`src/rtl/fb_pkg.sv`:
```
// Shared definitions for the framebuffer SPI frame transmitter:
// FSM state encoding, frame geometry defaults and header construction.
package fb_pkg;

  typedef enum logic [1:0] {
    ST_IDLE  = 2'd0,
    ST_SEND  = 2'd1,
    ST_DRAIN = 2'd2
  } tx_state_e;

  // 320x240 pixels at 1 bpp, packed into 16-bit words.
  localparam int unsigned FRAME_WORDS_DEF = 4800;
  localparam int unsigned ADDR_WIDTH_DEF  = $clog2(FRAME_WORDS_DEF);
  localparam logic [15:0] HEADER_DEF      = 16'hA5A0;
  localparam logic [3:0]  LAST_BIT        = 4'd15;

  function automatic logic [15:0] frame_header(input logic [15:0] hdr, input logic sel);
    return {hdr[15:1], sel};
  endfunction

endpackage

```
`src/rtl/sync_edge.sv`:
```
// Two-flop synchronizer for an asynchronous SPI pin, plus a third flop
// holding the previous synchronized level so any transition can be flagged.
module sync_edge #(
  parameter logic RESET_VAL = 1'b0
) (
  input  logic clk,
  input  logic rst_n,
  input  logic async_i,
  output logic level_o,
  output logic edge_o
);

  logic meta_q;
  logic sync_q;
  logic prev_q;

  // synchronizer chain and previous-level register
  always_ff @(posedge clk or negedge rst_n) begin
    if (!rst_n) begin
      meta_q <= RESET_VAL;
      sync_q <= RESET_VAL;
      prev_q <= RESET_VAL;
    end else begin
      meta_q <= async_i;
      sync_q <= meta_q;
      prev_q <= sync_q;
    end
  end

  assign level_o = sync_q;
  assign edge_o  = sync_q ^ prev_q;

endmodule

```
`src/rtl/spi_frame_tx.sv`:
```
// Streams a header word followed by a complete framebuffer out over SPI
// (mode 0, slave side), prefetching each word from the framebuffer.
module spi_frame_tx
  import fb_pkg::*;
#(
  parameter int unsigned ADDR_WIDTH  = ADDR_WIDTH_DEF,
  parameter int unsigned FRAME_WORDS = FRAME_WORDS_DEF,
  parameter logic [15:0] HEADER      = HEADER_DEF
) (
  input  logic                  clk,
  input  logic                  rst_n,
  input  logic                  frame_ready,
  input  logic                  buf_sel,
  output logic                  frame_busy,
  output logic [ADDR_WIDTH-1:0] rd_addr,
  input  logic [15:0]           rd_data,
  input  logic                  spi_sck,
  input  logic                  spi_ncs,
  output logic                  spi_miso
);

  localparam int unsigned CNT_W = $clog2(FRAME_WORDS + 1);
  localparam logic [ADDR_WIDTH-1:0] LAST_ADDR = ADDR_WIDTH'(FRAME_WORDS - 1);
  localparam logic [CNT_W-1:0]      LAST_CNT  = CNT_W'(FRAME_WORDS);

  logic sck_lvl_s, sck_edge_s, ncs_lvl_s, ncs_edge_s;
  logic sck_fall_s, ncs_fall_s, ncs_rise_s, shift_en_s, word_end_s;

  tx_state_e             state_q, state_d;
  logic                  pending_q, pending_d;
  logic                  busy_q, busy_d;
  logic [ADDR_WIDTH-1:0] addr_q, addr_d;
  logic [15:0]           shift_q, shift_d;
  logic [15:0]           next_word_q, next_word_d;
  logic [3:0]            bit_cnt_q, bit_cnt_d;
  logic [CNT_W-1:0]      word_cnt_q, word_cnt_d;
  logic [1:0]            pf_q, pf_d;

  sync_edge #(.RESET_VAL(1'b0)) u_sck_sync (
    .clk     (clk),
    .rst_n   (rst_n),
    .async_i (spi_sck),
    .level_o (sck_lvl_s),
    .edge_o  (sck_edge_s)
  );

  sync_edge #(.RESET_VAL(1'b1)) u_ncs_sync (
    .clk     (clk),
    .rst_n   (rst_n),
    .async_i (spi_ncs),
    .level_o (ncs_lvl_s),
    .edge_o  (ncs_edge_s)
  );

  assign sck_fall_s = sck_edge_s & ~sck_lvl_s;
  assign ncs_fall_s = ncs_edge_s & ~ncs_lvl_s;
  assign ncs_rise_s = ncs_edge_s & ncs_lvl_s;
  assign shift_en_s = sck_fall_s & ~ncs_lvl_s;
  assign word_end_s = shift_en_s & (bit_cnt_q == LAST_BIT);

  // next-state logic for the transfer FSM, shifter and prefetch pipeline
  always_comb begin
    state_d    = state_q;
    pending_d  = pending_q | frame_ready;
    busy_d     = busy_q;
    addr_d     = addr_q;
    shift_d    = shift_q;
    bit_cnt_d  = bit_cnt_q;
    word_cnt_d = word_cnt_q;
    pf_d       = {pf_q[0], 1'b0};

    // rd_data is valid one clock after the address moves; take it one clock later still
    if (pf_q[1]) begin
      next_word_d = rd_data;
    end else begin
      next_word_d = next_word_q;
    end

    if (ncs_rise_s) begin
      state_d   = ST_IDLE;
      busy_d    = 1'b0;
      bit_cnt_d = 4'd0;
      shift_d   = 16'h0000;
    end else begin
      case (state_q)
        ST_IDLE: begin
          if (ncs_fall_s) begin
            bit_cnt_d = 4'd0;
            if (pending_q) begin
              pending_d  = frame_ready;
              shift_d    = frame_header(HEADER, buf_sel);
              addr_d     = {ADDR_WIDTH{1'b0}};
              pf_d[0]    = 1'b1;
              word_cnt_d = {CNT_W{1'b0}};
              busy_d     = 1'b1;
              state_d    = ST_SEND;
            end else begin
              shift_d = 16'h0000;
            end
          end else if (shift_en_s) begin
            shift_d   = {shift_q[14:0], 1'b0};
            bit_cnt_d = bit_cnt_q + 4'd1;
          end else begin
            shift_d = shift_q;
          end
        end

        ST_SEND: begin
          if (word_end_s) begin
            bit_cnt_d = 4'd0;
            if (word_cnt_q == LAST_CNT) begin
              shift_d = 16'h0000;
              busy_d  = 1'b0;
              state_d = ST_DRAIN;
            end else begin
              shift_d    = next_word_q;
              word_cnt_d = word_cnt_q + CNT_W'(1);
              pf_d[0]    = 1'b1;
              if (addr_q == LAST_ADDR) begin
                addr_d = addr_q;
              end else begin
                addr_d = addr_q + ADDR_WIDTH'(1);
              end
            end
          end else if (shift_en_s) begin
            shift_d   = {shift_q[14:0], 1'b0};
            bit_cnt_d = bit_cnt_q + 4'd1;
          end else begin
            shift_d = shift_q;
          end
        end

        ST_DRAIN: begin
          if (shift_en_s) begin
            shift_d   = 16'h0000;
            bit_cnt_d = bit_cnt_q + 4'd1;
          end else begin
            shift_d = shift_q;
          end
        end

        default: begin
          state_d = ST_IDLE;
          busy_d  = 1'b0;
          shift_d = 16'h0000;
        end
      endcase
    end
  end

  // state and datapath registers
  always_ff @(posedge clk or negedge rst_n) begin
    if (!rst_n) begin
      state_q     <= ST_IDLE;
      pending_q   <= 1'b0;
      busy_q      <= 1'b0;
      addr_q      <= {ADDR_WIDTH{1'b0}};
      shift_q     <= 16'h0000;
      next_word_q <= 16'h0000;
      bit_cnt_q   <= 4'd0;
      word_cnt_q  <= {CNT_W{1'b0}};
      pf_q        <= 2'b00;
    end else begin
      state_q     <= state_d;
      pending_q   <= pending_d;
      busy_q      <= busy_d;
      addr_q      <= addr_d;
      shift_q     <= shift_d;
      next_word_q <= next_word_d;
      bit_cnt_q   <= bit_cnt_d;
      word_cnt_q  <= word_cnt_d;
      pf_q        <= pf_d;
    end
  end

  assign frame_busy = busy_q;
  assign rd_addr    = addr_q;
  assign spi_miso   = shift_q[15] & ~ncs_lvl_s;

endmodule

```
`config.mk`:
```
export PLATFORM = sky130hd
export DESIGN_NAME = spi_frame_tx
export DESIGN_NICKNAME = d
export VERILOG_FILES = /design/src/rtl/fb_pkg.sv /design/src/rtl/sync_edge.sv /design/src/rtl/spi_frame_tx.sv
export SDC_FILE = /design/constraint.sdc
export NUM_CORES = 1
export LEC_CHECK = 0
export ABC_AREA = 1
export BUFFER_PORTS_ARGS = -buffer_cell sky130_fd_sc_hd__buf_2
export CORE_ASPECT_RATIO = 1.4
export CORE_MARGIN = 1.5
export CORE_UTILIZATION = 54
export DETAILED_ROUTE_END_ITERATION = 10
export MAX_ROUTING_LAYER = met4
export PLACE_DENSITY = 0.76
export SETUP_SLACK_MARGIN = 0.02
export SLEW_MARGIN = 5
export SYNTH_ARGS = -nofsm -noshare
export SYNTH_HDL_FRONTEND = slang
export SYNTH_SLANG_ARGS = --single-unit
```
`constraint.sdc`:
```
create_clock -name clk -period 1.9 [get_ports clk]
set_clock_uncertainty 0.15 [all_clocks]
set_input_delay 0.19 -clock clk [delete_from_list [all_inputs] [get_ports clk]]
set_output_delay 0.19 -clock clk [all_outputs]
set_load 0.005 [all_outputs]
```
After elaboration in Yosys (flattened, before gate mapping). Index checks and enable logic that the tools add are counted.

Output and inout port bits: 15. Bits of input ports: 22. Flip-flop bits (word level): 74. Logic and storage cells: 96.

Eq/ne operators: 16. Reduce and logical (&&, ||, !) cells: 6. Add/subtract/negate cells: 3. Bitwise gates (word level): 12. Mux-type cells: 44.

Operator list (number): 2-to-1 mux 16 bit (7); 2-to-1 mux 13 bit (7); one-hot mux 13 bit (2 select lines) (2); one-hot mux 16 bit (3 select lines) (1); adder 13 x 1 -> 13 bit (second input constant) (2); == test 13 bit (second input constant) (2); 2-to-1 mux 4 bit (4); inequality test 3 bit (second input constant) (5); 2-to-1 mux 1 bit (14); inequality test 2 bit (second input constant) (6); one-hot mux 4 bit (3 select lines) (1); 2-to-1 mux 2 bit (5); AND reduction 7 bit (1); AND 1 bit (6); one-hot mux 2 bit (3 select lines) (1); AND reduction 6 bit (1); AND reduction 5 bit (1); adder 4 x 1 -> 4 bit (second input constant) (1); == test 4 bit (second input constant) (1); nonzero test 4 bit (1); NOT 1 bit (3); one-hot mux 1 bit (3 select lines) (1); == test 2 x 1 -> 1 bit (second input constant) (1); == test 2 bit (second input constant) (1); other kinds (5) (6).

Logic depth before layout (Yosys ltp). Gate-level depths: netlist (run 1).

Depth in word-level cells: 7. Gate-level depth with buffers: 11. Gate-level depth less buffers: 10.

Cells and area by module. A second synthesis (run 1) with hierarchy kept.

Cells, all modules: 591. Area total of the unflattened synthesis: 4231.6 sq um.

By module, submodules not included: spi_frame_tx (instances 1, cells each 575, area each 4040.1 sq um); sync_edge (u_ncs_sync) (instances 1, cells each 8, area each 97.6 sq um); sync_edge (u_sck_sync) (instances 1, cells each 8, area each 93.8 sq um).

Least setup slack after synthesis (run 1). No wires, ideal clock.

Path type: register to register. From: register u_ncs_sync.prev_q. To: register addr_q[0], in the netlist rd_addr[0]. Cell stages (with the launch flop): 10. Data arrival time: 1.607 ns. Clock period less this slack: 1.874 ns. Setup slack: 0.026 ns. Path through: dfstp_2 > inv_1 > ha_1 > nor3_1 > nand3_2 > nor2_4 > nand2_2 > buf_4 > nand2_1 > nand2_1.

Cells in the longest elaborated chain, start to end: 4.

Ends and longest elaborated chain: from (decl) (line sync_edge.sv:15) `logic prev_q;`; from (signal assigned) (line sync_edge.sv:26) `prev_q <= sync_q;`; bitwise XOR 1 bit (*) (line sync_edge.sv:31) `assign edge_o = sync_q ^ prev_q;`; AND 1 bit, on equally long branches (line spi_frame_tx.sv:56, spi_frame_tx.sv:57); inequality test 2 bit (no line) or NOT 1 bit (tied branches); AND reduction 7 bit (no line) (*); to (signal assigned) (line spi_frame_tx.sv:157) `addr_q <= {ADDR_WIDTH{1'b0}};`; to (signal assigned) (line spi_frame_tx.sv:167) `addr_q <= addr_d;`; to (decl) (line spi_frame_tx.sv:32) `logic [ADDR_WIDTH-1:0] addr_q, addr_d;`.

Mark *: on every way between the ends. The rest lies on a longest branch, timed or not. A chain may end at the register's enable or synchronous reset.

Worst setup path in the final report (run 1).
From: register state_q[0]. To: register addr_q[5], in the netlist rd_addr[5].

Cells in the longest elaborated chain, start to end: 3.

Ends and longest elaborated chain: from (decl) (line spi_frame_tx.sv:29) `tx_state_e state_q, state_d;`; from (signal assigned) (line spi_frame_tx.sv:164) `state_q <= state_d;`; == test 2 x 1 -> 1 bit or zero test 2 bit (tied branches) (line spi_frame_tx.sv:85) `case (state_q)`; inequality test 2 bit (no line) or nonzero test 2 bit (tied branches); AND reduction 7 bit (no line).

Parallel ways exist; a longest one is shown, timed or not.

==> results of run 1 <==
[final timing paths]
kind / end / slack [ps] / depth (start not counted)
max: rd_addr[5] / 40 / 11
max reg2reg: rd_addr[5] / 40 / 11
max in group asynchronous: next_word_q[1] / 1050 / 3
min in group asynchronous: bit_cnt_q[1] / 220 / 3
min: shift_q[0] / 130 / 5
min reg2reg: u_ncs_sync.level_o / 210 / 0
[layout by cell type (no fill, tap or decap), types with 4 or more instances in the layout]
cell type / instances
ha_1: 4
nand3_1: 45
mux2_2: 16
o21ai_1: 8
nor2_4: 4
xor2_1: 7
buf_2: 36
nand4_1: 17
nor2_1: 50
a21oi_1: 8
nand3b_1: 6
nand2_1: 244
inv_2: 12
o21ai_0: 4
nand2_2: 5
inv_1: 33
buf_4: 39
dfrtp_1: 70
clkbuf_8: 9
dlygate4sd3_1: 20
nor3_1: 5
nand3_2: 6
[metrics by stage]
stage	cells	total power [mW]	area, um^2	setup WS, ps
2_1_floorplan	584	3.24	4220	25.6
3_3_place_gp	739	3.90	4730	26.7
3_5_place_dp	739	3.96	4730	-58.6
4_1_cts	780	5.69	5250	16.5
5_1_grt	788	6.46	5460	-38.4
6_report	788	6.12	5460	35.4
[per-layer routing]
layer	part of all wire (%)	wire length, um	up-vias	track usage [%]
met5	0	0	-	-
met4	2.3	265	0	11.3
met3	4.2	478	28	5.34
met2	53	6040	119	50.6
met1	40	4550	2005	32.1
li1	-	-	2056	-
[cell type report]
| class | count | area [um^2] | share of cell area [%] |
|---|---|---|---|
| repair buffers | 103 | 820 | 15.0 |
| flip-flops and latches | 73 | 1830 | 33.5 |
| clock inverters | 7 | 125 | 2.29 |
| multi-input cells | 448 | 2250 | 41.2 |
| clock buffers | 9 | 124 | 2.27 |
| well taps | 100 | 125 | 2.29 |
| inverters | 48 | 186 | 3.41 |
[repair_timing]
item | in CTS | in global routing
buffers inserted | 3 | 6
gates cloned | 2 | 2
gates resized for setup | 9 | 36
endpoints found under the setup margin | 29 | 46
hold buffers | 20 | 0
pin swaps | 5 | 10
endpoints found under the hold margin | 89 | 0
[flip-flops by register name, indices dropped and copies added, names as in the netlist]
signal / cells
next_word_q: 16
shift_q: 16
state_q: 2
u_sck_sync.prev_q: 1
pf_q: 2
u_ncs_sync.meta_q: 1
pending_q: 1
u_sck_sync.level_o: 1
u_ncs_sync.level_o: 1
u_sck_sync.meta_q: 1
u_ncs_sync.prev_q: 1
rd_addr: 13
bit_cnt_q: 4
word_cnt_q: 13
[cells by family (layout without fill, tap and decap cells)]
group,Yosys count,in the layout,share of synthesized area [%]
xor gates and xnor gates,10,10,2.08
and+or+nand+nor,390,391,38.9
muxes,16,16,4.27
DFF,73,73,43.4
buffers and inverters,64,167,5.96
adders and majority gates,9,9,2.67
AOI/OAI and AO/OA,22,22,2.70
[critical path, cell delays in order, from the launching register on]
cell and delay, ps:
dfrtp_1 420, inv_2 80, ha_4 180, inv_4 60, nor2_2 40, nor3_2 200, nand3_2 110, nor2_4 110
buf_12 170, clkbuf_16 150, nand3_1 60, nand2_1 80
[where the power goes]
| group | switching, mW | internal, mW | leakage (nW) |
|---|---|---|---|
| Combinational | 1.36 | 1.15 | 1.69 |
| Clock | 0.658 | 0.885 | 0.124 |
| Sequential | 0.208 | 1.87 | 0.954 |
==> results.toml, run 1 <==
[synth]
yosysSeqAreaShare_pct = 43.4
yosysTopAreaCell = "dfrtp_1"
synthDistinctLibCells = 30
synth_area_leaders = "dfrtp_1, nand2_1, nand3_1"
synth_top_area_share_pct = 41.5
ys_ff_latch = 73
ys.flop_type = "dfrtp_1"
async_reset_ff_share_pct = 100
synth_edf_count = 0
yosysMostFrequentCell = "nand2_1"
yosysWarnings = 0
syn_inst = 584
synth_common_cells = "nand2_1, dfrtp_1, nor2_1, nand3_1, inv_1"
syn-mean-instance-area_um2 = 7.22
syn_area_um2 = 4220
synth_fp_nets = 615

[floorplanning]
pin_count = 37
row_count = 38
die-area_um2 = 8360
core-area_um2 = 7650
die_w_um = 77.7
die_h_um = 108
start_util_pct = 55.1

[final_layout]
diodes = 0
syn_to_final_growth_pct = 29.5
fin_nets = 714
fillers = 598
drive_gt1_share_pct = 23.1
final_util_pct = 71.4

[grt]
grt_pass1_wl_um = 18200
grt_max_degree = 74
antenna_found_initial = 0
track_usage_pct = 28.8
grt_overflow = 0
grt_pass1_vias = 4097

[worst_setup_path]
cp.required_ps = 2060
cp-start-kind = "flop"
path_max_fanout = 9
critPathKind = "reg -> reg"
timing.rr.start = "state_q[0]"
setup.worst_path.start = "state_q[0]"
crit_arrival_ps = 2030
cp-end-kind = "flop"

[clock_network]
clock_path_buffers = 2
cts_tree = "done"
htree_levels = 3
tritoncts.num_buffers = 9
clock-sinks = 73
clkLatencyLatePin_ps = 370
clk_pin_slew_ps = 80
root_buffer = "clkbuf_8"

[routing]
wire_per_inst_um = 14.4
drcViolationCount = 0
drt-total-wl_um = 11300
dr.pass1.iters = 5
num_vias = 4208
drt_iter0_markers = 292
antenna_left = 0
vias_per_cell = 5.34

[timing]
slew_viol_final = 0
post-route-period-util_pct = 98.1
setup_viol = 0
holdWs_ps = 133
max_slew_margin_pct = 73.5
period_minus_slack_ps = 1860
grt_setup_unrepaired = "true"
max_freq_mhz = 536
hold_violations = 0
finalSetupTns_ps = 0
tightest_slew_ps = 398

[power_and_ir_drop]
powerDensity_nw_per_um2 = 1120
leakagePower_nw = 2.77
ir_drop_v = 0.000740

[status]
outcome = "finished, final reports clean"

[job]
cap_violations = 0

[hold_path]
hold_start = "buf_sel"
hold_class = "in -> reg"

[placement]
port_buffers = 36
gp_congestion = 0.944
hpwl_um = 7200
Power figures use the tool's default switching activity.
==> run 2, diff against run 1 <==
--- a/config.mk
+++ b/config.mk
@@ -13,6 +13,7 @@
 export DETAILED_ROUTE_END_ITERATION = 10
 export MAX_ROUTING_LAYER = met4
 export PLACE_DENSITY = 0.76
+export RECOVER_POWER = 50
 export SETUP_SLACK_MARGIN = 0.02
 export SLEW_MARGIN = 5
 export SYNTH_ARGS = -nofsm -noshare
==> run 2 against run 1 <==
Compared with the run above: via count rose by 0.21%; worst hold slack got worse by 1.8 ps; sequential share of layout area grew 0.077 points; largest cell class unchanged.
==> results.toml, run 2 (synthesis results as in run 1) <==
[job]
cap_violations = 0

[worst_setup_path]
path_max_fanout = 9
cp-start-kind = "flop"
cp.required_ps = 2070
cp-end-kind = "flop"
crit_arrival_ps = 2030
critPathKind = "reg -> reg"
rr_worst_depth = 11

[floorplanning]
core-area_um2 = 7650
die_h_um = 108
start_util_pct = 55.1
pin_count = 37
die_w_um = 77.7
row_count = 38
die-area_um2 = 8360

[final_layout]
fin_nets = 714
drive_gt1_share_pct = 23.1
syn_to_final_growth_pct = 29.2
final_common_cell = "nand2_1"
diodes = 0
mostFrequentLayoutCells = "nand2_1, dfrtp_1, nor2_1"
final_util_pct = 71.2
final_area_um2 = 5450
reg_top3 = "next_word_q x16, shift_q x16"

[hold_path]
holdPathStages = 5
hold_class = "in -> reg"

[power_and_ir_drop]
swShare_pct = 36.3
internal-power_mw = 3.89
pwr-share-comb_pct = 40.9
total_power_mw = 6.11
ir_drop_v = 0.000742
seq_power_share_pct = 34.0
leakagePower_nw = 2.77
powerDensity_nw_per_um2 = 1120
pwr-share-clk_pct = 25.2
p_sw_mw = 2.22

[clock_network]
cts_tree = "done"
clk_pin_slew_ps = 80
root_buffer = "clkbuf_8"
tritoncts.num_buffers = 9
clock_path_buffers = 2
htree_levels = 3
clkLatencyLatePin_ps = 370
clock-sinks = 73

[routing]
wire_per_inst_um = 14.3
drt_iter0_markers = 311
antenna_left = 0
vias_per_cell = 5.35
dr.pass1.iters = 5
num_vias = 4217
drcViolationCount = 0
drt-total-wl_um = 11300

[grt]
grt_overflow = 0
grt_max_degree = 74
antenna_found_initial = 0
grt_pass1_vias = 4097
grt_pass1_wl_um = 18200
track_usage_pct = 28.8

[placement]
gp_congestion = 0.944
port_buffers = 36
dpl_cell_area_um2 = 4730
hpwl_um = 7200

[timing]
post-route-period-util_pct = 98.0
period_minus_slack_ps = 1860
grt_setup_unrepaired = "true"
hold_violations = 0
setup_viol = 0
slew_viol_final = 0
max_freq_mhz = 537
tightest_slew_ps = 999
finalSetupTns_ps = 0
max_slew_margin_pct = 33.4

[status]
outcome = "finished, final reports clean"
run 2: repair_timing:
item	in CTS	in global routing
gates resized for setup	9	36
endpoints found under the hold margin	89	0
hold buffers	20	0
buffers inserted	3	6
pin swaps	5	10
gates cloned	2	2
endpoints found under the setup margin	29	46
run 2: critical path, stage by stage, from the launching register on:
cell	delay, ps
dfrtp_1	420
inv_2	80
ha_4	180
inv_4	60
nor2_2	40
nor3_2	200
nand3_2	110
nor2_4	110
buf_12	170
clkbuf_16	150
nand3_1	60
nand2_1	80
run 2: worst paths after layout:
kind                                         from                 end  slack [ps]
worst max-delay path                   state_q[0]          rd_addr[5]          40
worst min-delay path                      buf_sel          shift_q[0]         130
worst max register to register         state_q[0]          rd_addr[5]          40
worst min register to register  u_ncs_sync.meta_q  u_ncs_sync.level_o         210
max in group asynchronous                   rst_n      next_word_q[1]         480
min in group asynchronous                   rst_n        bit_cnt_q[1]         470
run 2: routing by layer:
metal	track usage (%)	vias up	part of all wire [%]
li1	-	2053	-
met1	32.1	2026	40
met2	50.6	110	54
met3	5.34	28	4.1
met4	11.3	0	2.4
met5	-	-	0
run 2: stage by stage:
stage          worst slack (ps)  instances  hold slack, ps
2_1_floorplan              25.6        584            -256
3_3_place_gp               26.7        739             103
3_5_place_dp              -58.6        739             104
4_1_cts                    16.5        780             116
5_1_grt                   -38.4        788             180
6_report                   38.1        788             131
run 2: cell type report:
type	count	area, um^2
Tap cell	100	125
Timing Repair Buffer	103	807
Multi-Input combinational cell	448	2250
Sequential cell	73	1830
Inverter	48	186
Fill cell	600	2200
Clock buffer	9	124
Clock inverter	7	125
run 2: power by group through the flow:
| stage | Combinational, mW | Sequential (mW) | Clock (mW) |
|---|---|---|---|
| 2_1_floorplan | 1.18 | 2.06 | 0 |
| 6_report | 2.50 | 2.08 | 1.54 |
| 3_3_place_gp | 1.81 | 2.08 | 0 |
| 5_1_grt | 2.71 | 2.11 | 1.64 |
| 3_5_place_dp | 1.86 | 2.10 | 0 |
| 4_1_cts | 2.06 | 2.07 | 1.57 |
==> run 3, diff against run 2 <==
--- a/config.mk
+++ b/config.mk
@@ -9,10 +9,11 @@
 export BUFFER_PORTS_ARGS = -buffer_cell sky130_fd_sc_hd__buf_2
 export CORE_ASPECT_RATIO = 1.4
 export CORE_MARGIN = 1.5
-export CORE_UTILIZATION = 54
+export CORE_UTILIZATION = 45
+export CTS_BUF_LIST = sky130_fd_sc_hd__clkbuf_2
 export DETAILED_ROUTE_END_ITERATION = 10
 export MAX_ROUTING_LAYER = met4
-export PLACE_DENSITY = 0.76
+export PLACE_DENSITY = 0.65
 export RECOVER_POWER = 50
 export SETUP_SLACK_MARGIN = 0.02
 export SLEW_MARGIN = 5
==> run 3 against run 2 <==
Compared with the run above: the flow now finishes with violations (design-rule violations); setup slack got worse by 12 ps; global-route usage decreased by 5.0 points; register-to-register slack hardly changed; maximum frequency shrank 0.66%; final cell count rose by 0.63%; clock power fell by 44%; core utilization decreased by 11 points; non-clock buffer count fell by 2; sequential share of layout area about the same; worst hold slack improved by 7.6 ps.
==> results.toml, run 3 (synthesis results as in run 1) <==
[final_layout]
reg_top3 = "next_word_q x16, shift_q x16"
drive_gt1_share_pct = 24.5
diodes = 0
final_common_cell = "nand2_1"
fillers = 832
fin_nets = 712
mostFrequentLayoutCells = "nand2_1, dfrtp_1, nor2_1"
final_area_um2 = 5460
final_util_pct = 60.1
final_cell_count_no_fill = 793
syn_to_final_growth_pct = 29.3

[routing]
wire_per_inst_um = 14.2
drt-total-wl_um = 11200
antenna_left = 0
dr.pass1.iters = 7
drcViolationCount = 1
drt_iter0_markers = 245
num_vias = 4115
vias_per_cell = 5.19

[placement]
gp_congestion = 0.896
dpl_cell_area_um2 = 4750
hpwl_um = 7270
dp_cells = 741
port_buffers = 36

[clock_network]
htree_levels = 3
root_buffer = "clkbuf_2"
clock_path_buffers = 2
clk_pin_slew_ps = 190
clkLatencyLatePin_ps = 540
tritoncts.num_buffers = 9
clock-sinks = 73
cts_tree = "done"

[floorplanning]
die_h_um = 118
die_w_um = 84.8
row_count = 41
core-area_um2 = 9080
pin_count = 37
start_util_pct = 46.5
die-area_um2 = 9970

[worst_setup_path]
cp-end-kind = "flop"
cp.required_ps = 2220
rrSetupSlack_ps = 30
max_stage_delay_ps = 590
critPathKind = "reg -> reg"
cp_common_cell = "nand2_1"
slowest_stage = "dfstp_2"
crit_family = "flip-flops"
crit_arrival_ps = 2190
cp-start-kind = "flop"
path_max_fanout = 8
crit_path_cell_trace = "inv_2, ha_4, nor3_4, nand3_4, nor2_4, buf_12, clkbuf_16, nand2_1, nand2_1"
cp_num_buf_inv = 3

[status]
violations = "design-rule violations"
outcome = "finished with violations"

[hold_path]
hold_class = "in -> reg"

[timing]
post-route-period-util_pct = 98.6
max_freq_mhz = 534
max_slew_margin_pct = 46.1
holdWs_ps = 139
tightest_slew_ps = 808
setup_viol = 0
slew_viol_final = 0
finalSetupTns_ps = 0
period_minus_slack_ps = 1870
hold_violations = 0
grt_setup_unrepaired = "true"

[grt]
grt_max_degree = 32
grt_pass1_wl_um = 18700
grt_pass1_vias = 4151
antenna_found_initial = 0
track_usage_pct = 23.7
grt_overflow = 0

[power_and_ir_drop]
powerDensity_nw_per_um2 = 1020
leakagePower_nw = 2.76
ir_drop_v = 0.000543

[job]
cap_violations = 0
-- run 3: changes by cell type in the layout (fill, tap and decap cells not counted), sizes merged --
cell,before,now
bufinv,3,1
buf,80,73
inv,48,46
clkinv,3,4
clkbuf,12,16
dlygate4sd3,20,22
clkinvlp,1,3
-- run 3: layer usage --
metal	vias to the layer above	wire [um]	track usage (%)	share of wire [%]
li1	2056	-	-	-
met1	1946	4660	27.2	41
met2	87	5960	41.3	53
met3	26	358	3.37	3.2
met4	0	261	9.94	2.3
met5	-	0	-	0
-- run 3: final cells by class --
cell class                 count  area, um^2  area share (%)
multi-input combinational    448        2340            42.8
sequential                    73        1830            33.5
timing repair buffer         101         862            15.8
inverter                      48         184            3.37
tap                          107         134            2.45
clock inverter                 6        58.8            1.08
clock buffer                  10        50.0           0.917
-- run 3: power breakdown --
| part | switching [mW] | internal, mW | total [mW] |
|---|---|---|---|
| logic | 1.41 | 1.24 | 2.65 |
| clock network | 0.564 | 0.299 | 0.863 |
| registers | 0.206 | 1.86 | 2.07 |
-- run 3: metrics by stage --
step	setup slack, ps	total power, mW
after floorplan	25.6	3.24
after global placement	2.57	3.98
after detailed placement	-70.4	4.02
after CTS	16.5	5.14
after global routing	-36.5	5.96
final	25.7	5.58
-- run 3: path summary, 6_finish.rpt --
kind | from | endpoint | cells after the start
worst min-delay path | spi_ncs | u_ncs_sync.meta_q | 2
worst max register to register | u_ncs_sync.prev_q | word_cnt_q[10] | 9
worst max-delay path | u_ncs_sync.prev_q | word_cnt_q[10] | 9
min in group asynchronous | rst_n | u_ncs_sync.meta_q | 2
worst min register to register | u_ncs_sync.meta_q | u_ncs_sync.level_o | 0
max in group asynchronous | rst_n | word_cnt_q[12] | 3
-- run 3: repair_timing --
item / in CTS / in global routing
endpoints found under the hold margin: 93 / 0
cloned: 1 / 3
setup endpoints to repair: 26 / 48
resized for setup: 15 / 51
setup buffers: 5 / 5
pin swaps: 6 / 19
hold buffers: 22 / 0
-- run 3: worst register-to-register path, stage by stage (launching register included) --
cell       delay (ps)
dfstp_2           590
inv_2              50
ha_4              170
nor3_4            220
nand3_4           100
nor2_4            110
buf_12            160
clkbuf_16         170
nand2_1            60
nand2_1            50
